<file path="src/rtl/apb_master_arbiter_if.sv">
// Bundle of requester handshakes and APB bus signals for apb_master_arbiter.
// master = the arbiter itself; slave = requesters plus the APB completer.
interface apb_master_arbiter_if #(
  parameter int NUM_REQ = 2,
  parameter int ADDR_W  = 8,
  parameter int DATA_W  = 8
);
  logic [NUM_REQ-1:0]        req_valid;
  logic [NUM_REQ-1:0]        req_ready;
  logic [NUM_REQ*ADDR_W-1:0] req_addr;
  logic [NUM_REQ*DATA_W-1:0] req_wdata;
  logic [NUM_REQ-1:0]        req_write;
  logic [NUM_REQ-1:0]        rsp_valid;
  logic [DATA_W-1:0]         rsp_rdata;
  logic                      rsp_err;
  logic                      psel;
  logic                      penable;
  logic [ADDR_W-1:0]         paddr;
  logic                      pwrite;
  logic [DATA_W-1:0]         pwdata;
  logic [DATA_W-1:0]         prdata;
  logic                      pready;
  logic                      pslverr;

  modport master (
    input  req_valid, req_addr, req_wdata, req_write, prdata, pready, pslverr,
    output req_ready, rsp_valid, rsp_rdata, rsp_err, psel, penable, paddr, pwrite, pwdata
  );

  modport slave (
    output req_valid, req_addr, req_wdata, req_write, prdata, pready, pslverr,
    input  req_ready, rsp_valid, rsp_rdata, rsp_err, psel, penable, paddr, pwrite, pwdata
  );
endinterface

</file>
<file path="src/rtl/apb_master_arbiter.sv">
// Round-robin APB master shared by NUM_REQ requesters, with wait-state support
// and an ACCESS-phase watchdog that aborts transfers the completer never finishes.
module apb_master_arbiter #(
  parameter int NUM_REQ = 2,
  parameter int ADDR_W  = 8,
  parameter int DATA_W  = 8,
  parameter int TIMEOUT = 16
) (
  input logic                 pclk,
  input logic                 prst,
  apb_master_arbiter_if.master bus
);

  localparam int IDX_W = (NUM_REQ > 1) ? $clog2(NUM_REQ) : 1;
  localparam int WD_W  = (TIMEOUT > 0) ? $clog2(TIMEOUT + 1) : 1;
  localparam logic [WD_W-1:0] WD_LAST = (TIMEOUT > 0) ? WD_W'(TIMEOUT - 1) : '0;

  typedef enum logic [1:0] {IDLE, SETUP, ACCESS} state_t;

  state_t              state;
  logic [IDX_W-1:0]    ptr;
  logic [IDX_W-1:0]    gnt;
  logic [WD_W-1:0]     wd_cnt;

  logic                found;
  logic [IDX_W-1:0]    pick;
  logic [NUM_REQ-1:0]  ready;
  logic [ADDR_W-1:0]   pick_addr;
  logic [DATA_W-1:0]   pick_wdata;
  logic                pick_write;

  logic                psel_q;
  logic                penable_q;
  logic                pwrite_q;
  logic [ADDR_W-1:0]   paddr_q;
  logic [DATA_W-1:0]   pwdata_q;
  logic [NUM_REQ-1:0]  rsp_valid_q;
  logic [DATA_W-1:0]   rsp_rdata_q;
  logic                rsp_err_q;

  // Two passes give the rotating priority: first requesters at or above the
  // pointer, then the wrapped-around ones below it.
  always_comb begin
    // NOTE: every combinational output is defaulted first so no latch is inferred.
    found      = 1'b0;
    pick       = '0;
    ready      = '0;
    pick_addr  = '0;
    pick_wdata = '0;
    pick_write = 1'b0;
    for (int i = 0; i < NUM_REQ; i++) begin
      if (!found && bus.req_valid[i] && (i >= int'(ptr))) begin
        found = 1'b1;
        pick  = IDX_W'(i);
      end
    end
    for (int i = 0; i < NUM_REQ; i++) begin
      if (!found && bus.req_valid[i]) begin
        found = 1'b1;
        pick  = IDX_W'(i);
      end
    end
    for (int i = 0; i < NUM_REQ; i++) begin
      if (pick == IDX_W'(i)) begin
        pick_addr  = bus.req_addr[i*ADDR_W +: ADDR_W];
        pick_wdata = bus.req_wdata[i*DATA_W +: DATA_W];
        pick_write = bus.req_write[i];
        ready[i]   = prst && (state == IDLE) && found;
      end
    end
  end

  // NOTE: all state uses non-blocking assignments; reset is sampled on the clock edge.
  always_ff @(posedge pclk) begin
    if (!prst) begin
      state       <= IDLE;
      ptr         <= '0;
      gnt         <= '0;
      wd_cnt      <= '0;
      psel_q      <= 1'b0;
      penable_q   <= 1'b0;
      pwrite_q    <= 1'b0;
      paddr_q     <= '0;
      pwdata_q    <= '0;
      rsp_valid_q <= '0;
      rsp_rdata_q <= '0;
      rsp_err_q   <= 1'b0;
    end else begin
      rsp_valid_q <= '0;
      case (state)
        IDLE: begin
          if (found) begin
            gnt      <= pick;
            paddr_q  <= pick_addr;
            pwrite_q <= pick_write;
            pwdata_q <= pick_write ? pick_wdata : '0;
            ptr      <= (pick == IDX_W'(NUM_REQ - 1)) ? '0 : pick + 1'b1;
            wd_cnt   <= '0;
            psel_q   <= 1'b1;
            state    <= SETUP;
          end
        end
        SETUP: begin
          penable_q <= 1'b1;
          state     <= ACCESS;
        end
        ACCESS: begin
          if (bus.pready) begin
            psel_q      <= 1'b0;
            penable_q   <= 1'b0;
            rsp_valid_q <= NUM_REQ'(1) << gnt;
            rsp_rdata_q <= pwrite_q ? '0 : bus.prdata;
            rsp_err_q   <= bus.pslverr;
            state       <= IDLE;
          end else if ((TIMEOUT != 0) && (wd_cnt == WD_LAST)) begin
            // This is the TIMEOUT-th stalled ACCESS cycle: give up on the completer.
            psel_q      <= 1'b0;
            penable_q   <= 1'b0;
            rsp_valid_q <= NUM_REQ'(1) << gnt;
            rsp_rdata_q <= '0;
            rsp_err_q   <= 1'b1;
            state       <= IDLE;
          end else begin
            wd_cnt <= wd_cnt + WD_W'(1);
          end
        end
        default: state <= IDLE;
      endcase
    end
  end

  assign bus.req_ready = ready;
  assign bus.psel      = psel_q;
  assign bus.penable   = penable_q;
  assign bus.pwrite    = pwrite_q;
  assign bus.paddr     = paddr_q;
  assign bus.pwdata    = pwdata_q;
  assign bus.rsp_valid = rsp_valid_q;
  assign bus.rsp_rdata = rsp_rdata_q;
  assign bus.rsp_err   = rsp_err_q;

endmodule

</file>
<file path="src/flat_wrapper.sv">
// flat-port wrapper written by rule: the top's interface ports become plain ports
module apb_master_arbiter_flat 
#(
  parameter int NUM_REQ = 2,
  parameter int ADDR_W  = 8,
  parameter int DATA_W  = 8,
  parameter int TIMEOUT = 16
)
  (pclk, prst, bus_req_valid, bus_req_addr, bus_req_wdata, bus_req_write, bus_prdata, bus_pready, bus_pslverr, bus_req_ready, bus_rsp_valid, bus_rsp_rdata, bus_rsp_err, bus_psel, bus_penable, bus_paddr, bus_pwrite, bus_pwdata);
  apb_master_arbiter_if #(.NUM_REQ(NUM_REQ), .ADDR_W(ADDR_W), .DATA_W(DATA_W)) bus_i ();
  input logic pclk;
  input logic prst;
  input wire logic [$bits(bus_i.req_valid)-1:0] bus_req_valid;
  input wire logic [$bits(bus_i.req_addr)-1:0] bus_req_addr;
  input wire logic [$bits(bus_i.req_wdata)-1:0] bus_req_wdata;
  input wire logic [$bits(bus_i.req_write)-1:0] bus_req_write;
  input wire logic [$bits(bus_i.prdata)-1:0] bus_prdata;
  input wire logic [$bits(bus_i.pready)-1:0] bus_pready;
  input wire logic [$bits(bus_i.pslverr)-1:0] bus_pslverr;
  output wire logic [$bits(bus_i.req_ready)-1:0] bus_req_ready;
  output wire logic [$bits(bus_i.rsp_valid)-1:0] bus_rsp_valid;
  output wire logic [$bits(bus_i.rsp_rdata)-1:0] bus_rsp_rdata;
  output wire logic [$bits(bus_i.rsp_err)-1:0] bus_rsp_err;
  output wire logic [$bits(bus_i.psel)-1:0] bus_psel;
  output wire logic [$bits(bus_i.penable)-1:0] bus_penable;
  output wire logic [$bits(bus_i.paddr)-1:0] bus_paddr;
  output wire logic [$bits(bus_i.pwrite)-1:0] bus_pwrite;
  output wire logic [$bits(bus_i.pwdata)-1:0] bus_pwdata;
  assign bus_i.req_valid = bus_req_valid;
  assign bus_i.req_addr = bus_req_addr;
  assign bus_i.req_wdata = bus_req_wdata;
  assign bus_i.req_write = bus_req_write;
  assign bus_i.prdata = bus_prdata;
  assign bus_i.pready = bus_pready;
  assign bus_i.pslverr = bus_pslverr;
  assign bus_req_ready = bus_i.req_ready;
  assign bus_rsp_valid = bus_i.rsp_valid;
  assign bus_rsp_rdata = bus_i.rsp_rdata;
  assign bus_rsp_err = bus_i.rsp_err;
  assign bus_psel = bus_i.psel;
  assign bus_penable = bus_i.penable;
  assign bus_paddr = bus_i.paddr;
  assign bus_pwrite = bus_i.pwrite;
  assign bus_pwdata = bus_i.pwdata;
  apb_master_arbiter #(.NUM_REQ(NUM_REQ), .ADDR_W(ADDR_W), .DATA_W(DATA_W), .TIMEOUT(TIMEOUT)) u_core (.pclk(pclk), .prst(prst), .bus(bus_i));
endmodule
</file>
<file path="config.mk">
export PLATFORM = sky130hd
export DESIGN_NAME = apb_master_arbiter_flat
export DESIGN_NICKNAME = d
export VERILOG_FILES = /design/src/rtl/apb_master_arbiter_if.sv /design/src/rtl/apb_master_arbiter.sv /design/src/flat_wrapper.sv
export SDC_FILE = /design/constraint.sdc
export NUM_CORES = 1
export LEC_CHECK = 0
export CAP_MARGIN = 20
export CELL_PAD_IN_SITES_DETAIL_PLACEMENT = 1
export CELL_PAD_IN_SITES_GLOBAL_PLACEMENT = 2
export CORE_ASPECT_RATIO = 1.1
export CORE_MARGIN = 5
export CORE_UTILIZATION = 24
export CTS_CLUSTER_SIZE = 40
export DETAILED_ROUTE_END_ITERATION = 10
export PLACE_DENSITY_LB_ADDON = 0.1
export SLEW_MARGIN = 25
export SYNTH_ARGS = -nofsm -noshare
export SYNTH_HDL_FRONTEND = slang
export SYNTH_SLANG_ARGS = --single-unit
export TNS_END_PERCENT = 100
</file>
<file path="constraint.sdc">
create_clock -name pclk -period 2.65 [get_ports pclk]
set_input_delay 0.265 -clock pclk [delete_from_list [all_inputs] [get_ports pclk]]
set_output_delay 0.265 -clock pclk [all_outputs]
set_load 0.005 [all_outputs]
</file>
==> results of run 1 <==
==> final cells by class <==
class,count,area (um^2),share of cell area (%)
Clock buffer,5,68.8,2.55
Clock inverter,3,20.0,0.740
Inverter,6,22.5,0.833
Multi-Input combinational cell,140,870,32.2
Sequential cell,39,781,28.9
Tap cell,85,106,3.93
Timing Repair Buffer,85,836,30.9
==> state kept, by name (all words and copies together), names as in the netlist, 2 cells and up <==
signal	flops
u_core.state	2
u_core.bus.pwdata	8
u_core.wd_cnt	5
u_core.bus.rsp_valid	2
u_core.bus.rsp_rdata	8
u_core.bus.paddr	8
==> layer usage <==
| layer | vias to the layer above | share of wire [%] | track usage [%] |
|---|---|---|---|
| met2 | 45 | 51 | 22.1 |
| li1 | 844 | - | - |
| met5 | - | 0 | 0 |
| met4 | 0 | 1.1 | 3.09 |
| met3 | 7 | 6.4 | 3.97 |
| met1 | 787 | 41 | 13.8 |
==> worst paths after layout <==
check	from	to	slack, ns
max	u_core.state[0]	bus_req_ready[0]	0.36
min	u_core.bus.paddr[6]	u_core.bus.paddr[6]	0.44
max reg2reg	u_core.wd_cnt[0]	u_core.wd_cnt[0]	0.72
min reg2reg	u_core.bus.paddr[6]	u_core.bus.paddr[6]	0.44
==> synthesized netlist by cell type, drive strengths merged <==
| library cell | count | area (um^2) |
|---|---|---|
| nand3 | 1 | 5.00 |
| nor3b | 2 | 31.3 |
| nor2b | 3 | 18.8 |
| o21a | 9 | 67.6 |
| dfxtp | 39 | 781 |
| o211ai | 1 | 7.51 |
| and3 | 2 | 13.8 |
| nor4 | 1 | 12.5 |
| a22oi | 11 | 82.6 |
| or2 | 1 | 8.76 |
| nor3 | 4 | 31.3 |
| nor4b | 1 | 15.0 |
| nand2 | 43 | 169 |
| nor2 | 12 | 45.0 |
| nand2b | 1 | 6.26 |
| inv | 6 | 22.5 |
| o211a | 1 | 10.0 |
| buf | 5 | 38.8 |
| xnor2 | 2 | 17.5 |
| ha | 5 | 62.6 |
| a21o | 3 | 25.0 |
| clkbuf | 1 | 5.00 |
| a211oi | 2 | 20.0 |
| o21ai | 23 | 119 |
| o221a | 1 | 11.3 |
| o22ai | 1 | 6.26 |
| o32ai | 1 | 8.76 |
| a21oi | 4 | 31.3 |
| a22o | 5 | 43.8 |
==> cells by family (layout without fill, tap and decap cells) <==
group,count (synthesis),after routing
AND/OR/NAND/NOR,71,71
AO/OA/AOI/OAI,62,62
flip-flops,39,39
buffers and inverters,12,99
adder cells (fa/ha/maj),5,5
XOR/XNOR,2,2
==> worst register-to-register path, stage by stage, from the launching register on <==
cell,delay [ns]
dfxtp_1,0.35
ha_1,0.21
and3_1,0.19
ha_1,0.25
o21a_1,0.28
nor3_1,0.40
a211oi_1,0.13
==> per-stage QoR <==
stage | hold slack (ns) | std cells
2_1_floorplan | 0.394 | 191
3_3_place_gp | 0.424 | 355
3_5_place_dp | 0.429 | 355
4_1_cts | 0.440 | 363
5_1_grt | 0.469 | 363
6_report | 0.436 | 363
==> report_power, final <==
group / total [mW] / leakage, nW / switching [mW] / internal (mW)
logic: 0.342 / 0.670 / 0.147 / 0.195
clock network: 0.408 / 0.0402 / 0.225 / 0.183
registers: 0.660 / 0.318 / 0.0278 / 0.632
==> cells in the final DEF, fill, tap and decap left out, drive strengths merged <==
cell type,n
clkdlybuf4s50,79
nand2,43
dfxtp,39
o21ai,23
nor2,12
a22oi,11
o21a,9
buf,6
inv,6
a22o,5
ha,5
clkbuf,5
a21oi,4
nor3,4
nor2b,3
a21o,3
xnor2,2
clkinvlp,2
and3,2
a211oi,2
nor3b,2
or2,1
o211ai,1
o221a,1
o211a,1
nand2b,1
o32ai,1
nand3,1
nor4,1
nor4b,1
o22ai,1
clkinv,1
==> reports/results.tsv, run 1 <==
stage	metric	value	unit
routing	overall via count from detail_route	1683	
synthesis	fraction of the mapped netlist area in compound gates	25.2	%
power_and_ir_drop	pwr/cell area	521	nW/um^2
final_layout	diodes inserted	0	
sta	Final Max Tran Viols	0	
synthesis	number of instances in the synthesized netlist	191	
sta	least setup slack across all paths after layout	0.361	ns
placed_design	area post-placement	2620	um^2
routing	post-DR wirelength/cell	15.0	um
power_and_ir_drop	post-layout total power	1.41	mW
sta	RSZ-0062 raised after global routing	no	
clock_network	Root Driver	clkbuf_8	
die	initial cell density of the core	24.5	%
sta	portion of the clock cycle consumed by the worst path in the final layout	86.4	%
sta	Total Negative Setup Slacks	0	ns
routing	count of routing violations after the opening detailed-route iteration	46	
worst_setup_path	cell class contributing the biggest share of worst-path delay	buffers and inverters	
run_status	outcome	complete, no violations	
worst_setup_path	type of the worst setup path	reg -> out	
sta	time the final worst path needs with I/O delays and setup	2.29	ns
power_and_ir_drop	worst vdd ir	0.232	mV
clock_network	clock buffer depth	2	
routing	Initial DRT Pass Iterations	4	
global_routing	Tot GR Track Use	12.2	%
sta	maximum clock rate	437	MHz
die	area of the placeable core	7010	um^2
synthesis	cell area after technology mapping	1720	um^2
clock_network	Resized cells post-CTS	0	
global_routing	antenna violations before repair	0	
worst_setup_path	worst endpoint required time	2.38	ns
final_layout	share of final-layout standard cells stronger than drive strength 1	10.4	%
worst_setup_path	standard cell with the maximum stage delay on the critical path	clkdlybuf4s50_1	
routing	Antenna Nets Post-Route	0	
worst_setup_path	Crit Path Max Fanout	7	
clock_network	clock insertion delay at the later pin of the skew report	0.29	ns
sta	number of setup violations in the final report	0	
clock_network	post-CTS setup-driven buffer insertion count	0	
worst_setup_path	endpoint class of the critical path	primary output	
routing	detailed-route vias per instance	4.64	
clock_network	CTS clk-pin slew, worst paths	0.08	ns
clock_network	number of H-tree levels	2	
die	cell row count	32	
synthesis	combinational family with the most area after synthesis	compound AO/OA/AOI/OAI gates	
sta	worst clock skew	0.00927	ns
die	number of ports placed on the die boundary	80	
worst_setup_path	worst r2r path cells	6	
placed_design	count of input and output buffers	79	
synthesis	nets in the synthesized netlist	244	
worst_setup_path	Critical Path AT	2.02	ns
final_layout	number of fill cells in the layout	816	
die	Chip Height	98.7	um
placed_design	routability congestion estimate	0.689	
global_routing	number of global-route vias before repair	1817	
routing	# DRC	0	
synthesis	average instance area after synthesis	8.99	um^2
sta	number of hold violations in the final report	0	
synthesis	synthesized-area fraction occupied by and/or/nand/nor cells	20.8	%
placed_design	post-DP HPWL	4220	um
global_routing	global-route wire length before repair	8810	um
final_layout	total number of nets in the final design	330	
clock_network	CTS Buf Count	5	
synthesis	number of different library cells in the post-synthesis netlist	42	
die	total die area	8950	um^2
worst_setup_path	cell-by-cell listing of the critical path	inv_1 -> ha_1 -> nand2_4 -> a211oi_2 -> clkdlybuf4s50_1	
final_layout	total non-filler cell area in the finished layout	2700	um^2
synthesis	mux contribution to synthesized area	0	%
worst_setup_path	Bufs and invs on worst path	2	
global_routing	overall overflow remaining after global route	0	
power_and_ir_drop	Lkg Pwr	1.03	nW
synthesis	number of warnings reported in the yosys synthesis log	0	
synthesis	fraction of synthesized cell area in xor and xnor cells	1.02	%
worst_setup_path	Crit. path cell count	5	
worst_setup_path	Max stage delay on crit path	0.57	ns
hold_path	number of cells traversed by the worst hold path	2	
final_layout	post-synthesis to final-layout area growth	57.5	%
routing	routed wire length	5450	um
hold_path	type of the most critical hold path	reg -> reg	
worst_setup_path	type of element launching the critical path	flip-flop	
final_layout	Final Core Density	38.6	%
synthesis	fraction of the yosys area taken by sequential cells	45.5	%
synthesis	area share of fa/ha/maj cells after synthesis	3.64	%
flow_run	max-capacitance violation count	0	
placed_design	pre-CTS setup slack	0.521	ns
sta	slew at the pin closest to its max-slew limit	0.612	ns
clock_network	clock net sink count	39	
die	die extent in x	90.6	um
sta	Max-slew headroom	58.7	%
synthesis	register bit count reported by yosys	39	
global_routing	maximum number of pins on one net before global-route repair	20	
clock_network	clock tree from TritonCTS	done	
clock_network	number of hold-repair buffers added at the cts stage	0	
Note: power is estimated with default switching activity, not from simulation.
==> run 2, diff against run 1 <==
- SLEW_MARGIN: 25 -> not set
==> results of run 2 <==
No change in the layout: final DEF, timing and power equal those of run 1.
==> run 3, diff against run 2 <==
- CORE_MARGIN: 5 -> not set
- MAX_ROUTING_LAYER: not set -> met4
==> run 3 against run 2 <==
Critical path depth stayed put. Total power is 6.1% higher. Final cell count is 1.4% lower. Critical endpoint unchanged. Largest cell class unchanged. Hold slack better by 0.0018 ns.
==> reports/results.tsv, run 3 (synthesized netlist as in run 1, its figures left out) <==
stage	metric	value	unit
clock_network	clock tree from TritonCTS	done	
clock_network	CTS clk-pin slew, worst paths	0.08	ns
final_layout	diodes inserted	0	
final_layout	total number of nets in the final design	328	
routing	# DRC	0	
worst_setup_path	Crit Path Max Fanout	7	
run_status	outcome	complete, no violations	
routing	post-DR wirelength/cell	14.3	um
sta	number of hold violations in the final report	0	
sta	worst clock skew	0.00457	ns
die	initial cell density of the core	25.4	%
sta	maximum clock rate	444	MHz
power_and_ir_drop	post-layout total power	1.50	mW
sta	time the final worst path needs with I/O delays and setup	2.25	ns
routing	Initial DRT Pass Iterations	4	
power_and_ir_drop	worst vdd ir	0.257	mV
final_layout	number of fill cells in the layout	818	
worst_setup_path	endpoint class of the critical path	primary output	
worst_setup_path	Bufs and invs on worst path	2	
hold_path	type of the most critical hold path	reg -> reg	
global_routing	antenna violations before repair	0	
clock_network	clock buffer depth	2	
placed_design	count of input and output buffers	79	
clock_network	Root Driver	clkbuf_8	
worst_setup_path	CP startpoint	u_core.state[0]	
worst_setup_path	type of the worst setup path	reg -> out	
clock_network	clock net sink count	39	
die	Chip Height	90.7	um
sta	RSZ-0062 raised after global routing	no	
worst_setup_path	cell-by-cell listing of the critical path	inv_1 -> ha_1 -> nand2_4 -> a211oi_2 -> clkdlybuf4s50_1	
sta	least setup slack across all paths after layout	0.397	ns
worst_setup_path	Max stage delay on crit path	0.56	ns
power_and_ir_drop	pwr/cell area	552	nW/um^2
placed_design	post-DP HPWL	3950	um
global_routing	maximum number of pins on one net before global-route repair	20	
sta	number of setup violations in the final report	0	
placed_design	pre-CTS setup slack	0.461	ns
clock_network	number of H-tree levels	2	
hold_path	worst hold path startpoint	u_core.bus.paddr[3]	
routing	Antenna Nets Post-Route	0	
routing	overall via count from detail_route	1651	
die	number of ports placed on the die boundary	80	
final_layout	share of final-layout standard cells stronger than drive strength 1	9.78	%
worst_setup_path	worst endpoint required time	2.38	ns
routing	routed wire length	5100	um
final_layout	total area of multi-input combinational cells	870	um^2
global_routing	Tot GR Track Use	15.0	%
sta	Final Max Tran Viols	0	
sta	portion of the clock cycle consumed by the worst path in the final layout	85.0	%
sta	slew at the pin closest to its max-slew limit	0.702	ns
die	total die area	7490	um^2
power_and_ir_drop	Lkg Pwr	1.04	nW
worst_setup_path	cell class contributing the biggest share of worst-path delay	buffers and inverters	
global_routing	global-route wire length before repair	8260	um
placed_design	area post-placement	2600	um^2
clock_network	Resized cells post-CTS	0	
routing	detailed-route vias per instance	4.61	
clock_network	post-CTS setup-driven buffer insertion count	0	
global_routing	number of global-route vias before repair	1737	
routing	count of routing violations after the opening detailed-route iteration	44	
clock_network	number of hold-repair buffers added at the cts stage	0	
die	die extent in x	82.6	um
global_routing	overall overflow remaining after global route	0	
worst_setup_path	standard cell with the maximum stage delay on the critical path	clkdlybuf4s50_1	
die	cell row count	31	
final_layout	most frequent cells in the layout	clkdlybuf4s50_1 (79), nand2_1 (42), dfxtp_1 (39)	
final_layout	post-synthesis to final-layout area growth	57.8	%
worst_setup_path	Critical Path AT	1.99	ns
worst_setup_path	beginning of the worst register-to-register path	u_core.wd_cnt[0]	
worst_setup_path	R2R Setup Slk	0.71	ns
die	area of the placeable core	6750	um^2
final_layout	total non-filler cell area in the finished layout	2710	um^2
clock_network	clock insertion delay at the later pin of the skew report	0.29	ns
placed_design	routability congestion estimate	0.715	
worst_setup_path	type of element launching the critical path	flip-flop	
flow_run	max-capacitance violation count	0	
final_layout	Sequential Area	781	um^2
final_layout	Final Core Density	40.1	%
sta	Total Negative Setup Slacks	0	ns
final_layout	commonest non-fill, non-tap cell in the layout	clkdlybuf4s50_1	
clock_network	CTS Buf Count	5	
sta	Max-slew headroom	52.7	%
[run 3: cell count changes in the layout (fill, tap and decap cells not counted), sizes merged]
cell      change
clkinv        +1
bufinv        +1
buf           -2
clkinvlp      -2
[run 3: final cells by class]
cell class	instances	area share, %
Clock buffer	5	2.54
Clock inverter	3	1.62
Inverter	6	0.831
Multi-Input combinational cell	140	32.1
Sequential cell	39	28.8
Tap cell	82	3.79
Timing Repair Buffer	83	30.3
[run 3: metrics by stage]
| step | cells | hold WS (ns) |
|---|---|---|
| finish | 358 | 0.438 |
| global route | 358 | 0.464 |
| CTS | 358 | 0.443 |
| global placement | 350 | 0.424 |
| floorplan | 191 | 0.394 |
| detailed placement | 350 | 0.433 |
[run 3: metal layers]
metal  share of wire [%]  global-route usage [%]  vias to the layer above
li1                    -                       -                      837
met3                 4.1                    3.13                        7
met1                  44                    16.9                      764
met4                 1.5                    5.17                        0
met5                   0                       -                        -
met2                  50                    25.6                       43
[run 3: worst min-delay path, cell delays in order (launching register included)]
cell and delay (ns):
dfxtp_1 0.31, nand2_1 0.05, nand2_1 0.04
[run 3: path summary, 6_finish.rpt]
kind                              end  depth (start not counted)
hold reg to reg   u_core.bus.paddr[3]                          2
hold / removal    u_core.bus.paddr[3]                          2
setup / recovery     bus_req_ready[0]                          5
setup reg to reg      u_core.bus.psel                          6
[run 3: where the power goes]
part	internal [mW]	leakage [nW]	total (mW)	switching (mW)
Sequential	0.632	0.318	0.659	0.0276
Combinational	0.192	0.660	0.336	0.144
Clock	0.280	0.0581	0.500	0.220
Total	1.10	1.04	1.50	0.391
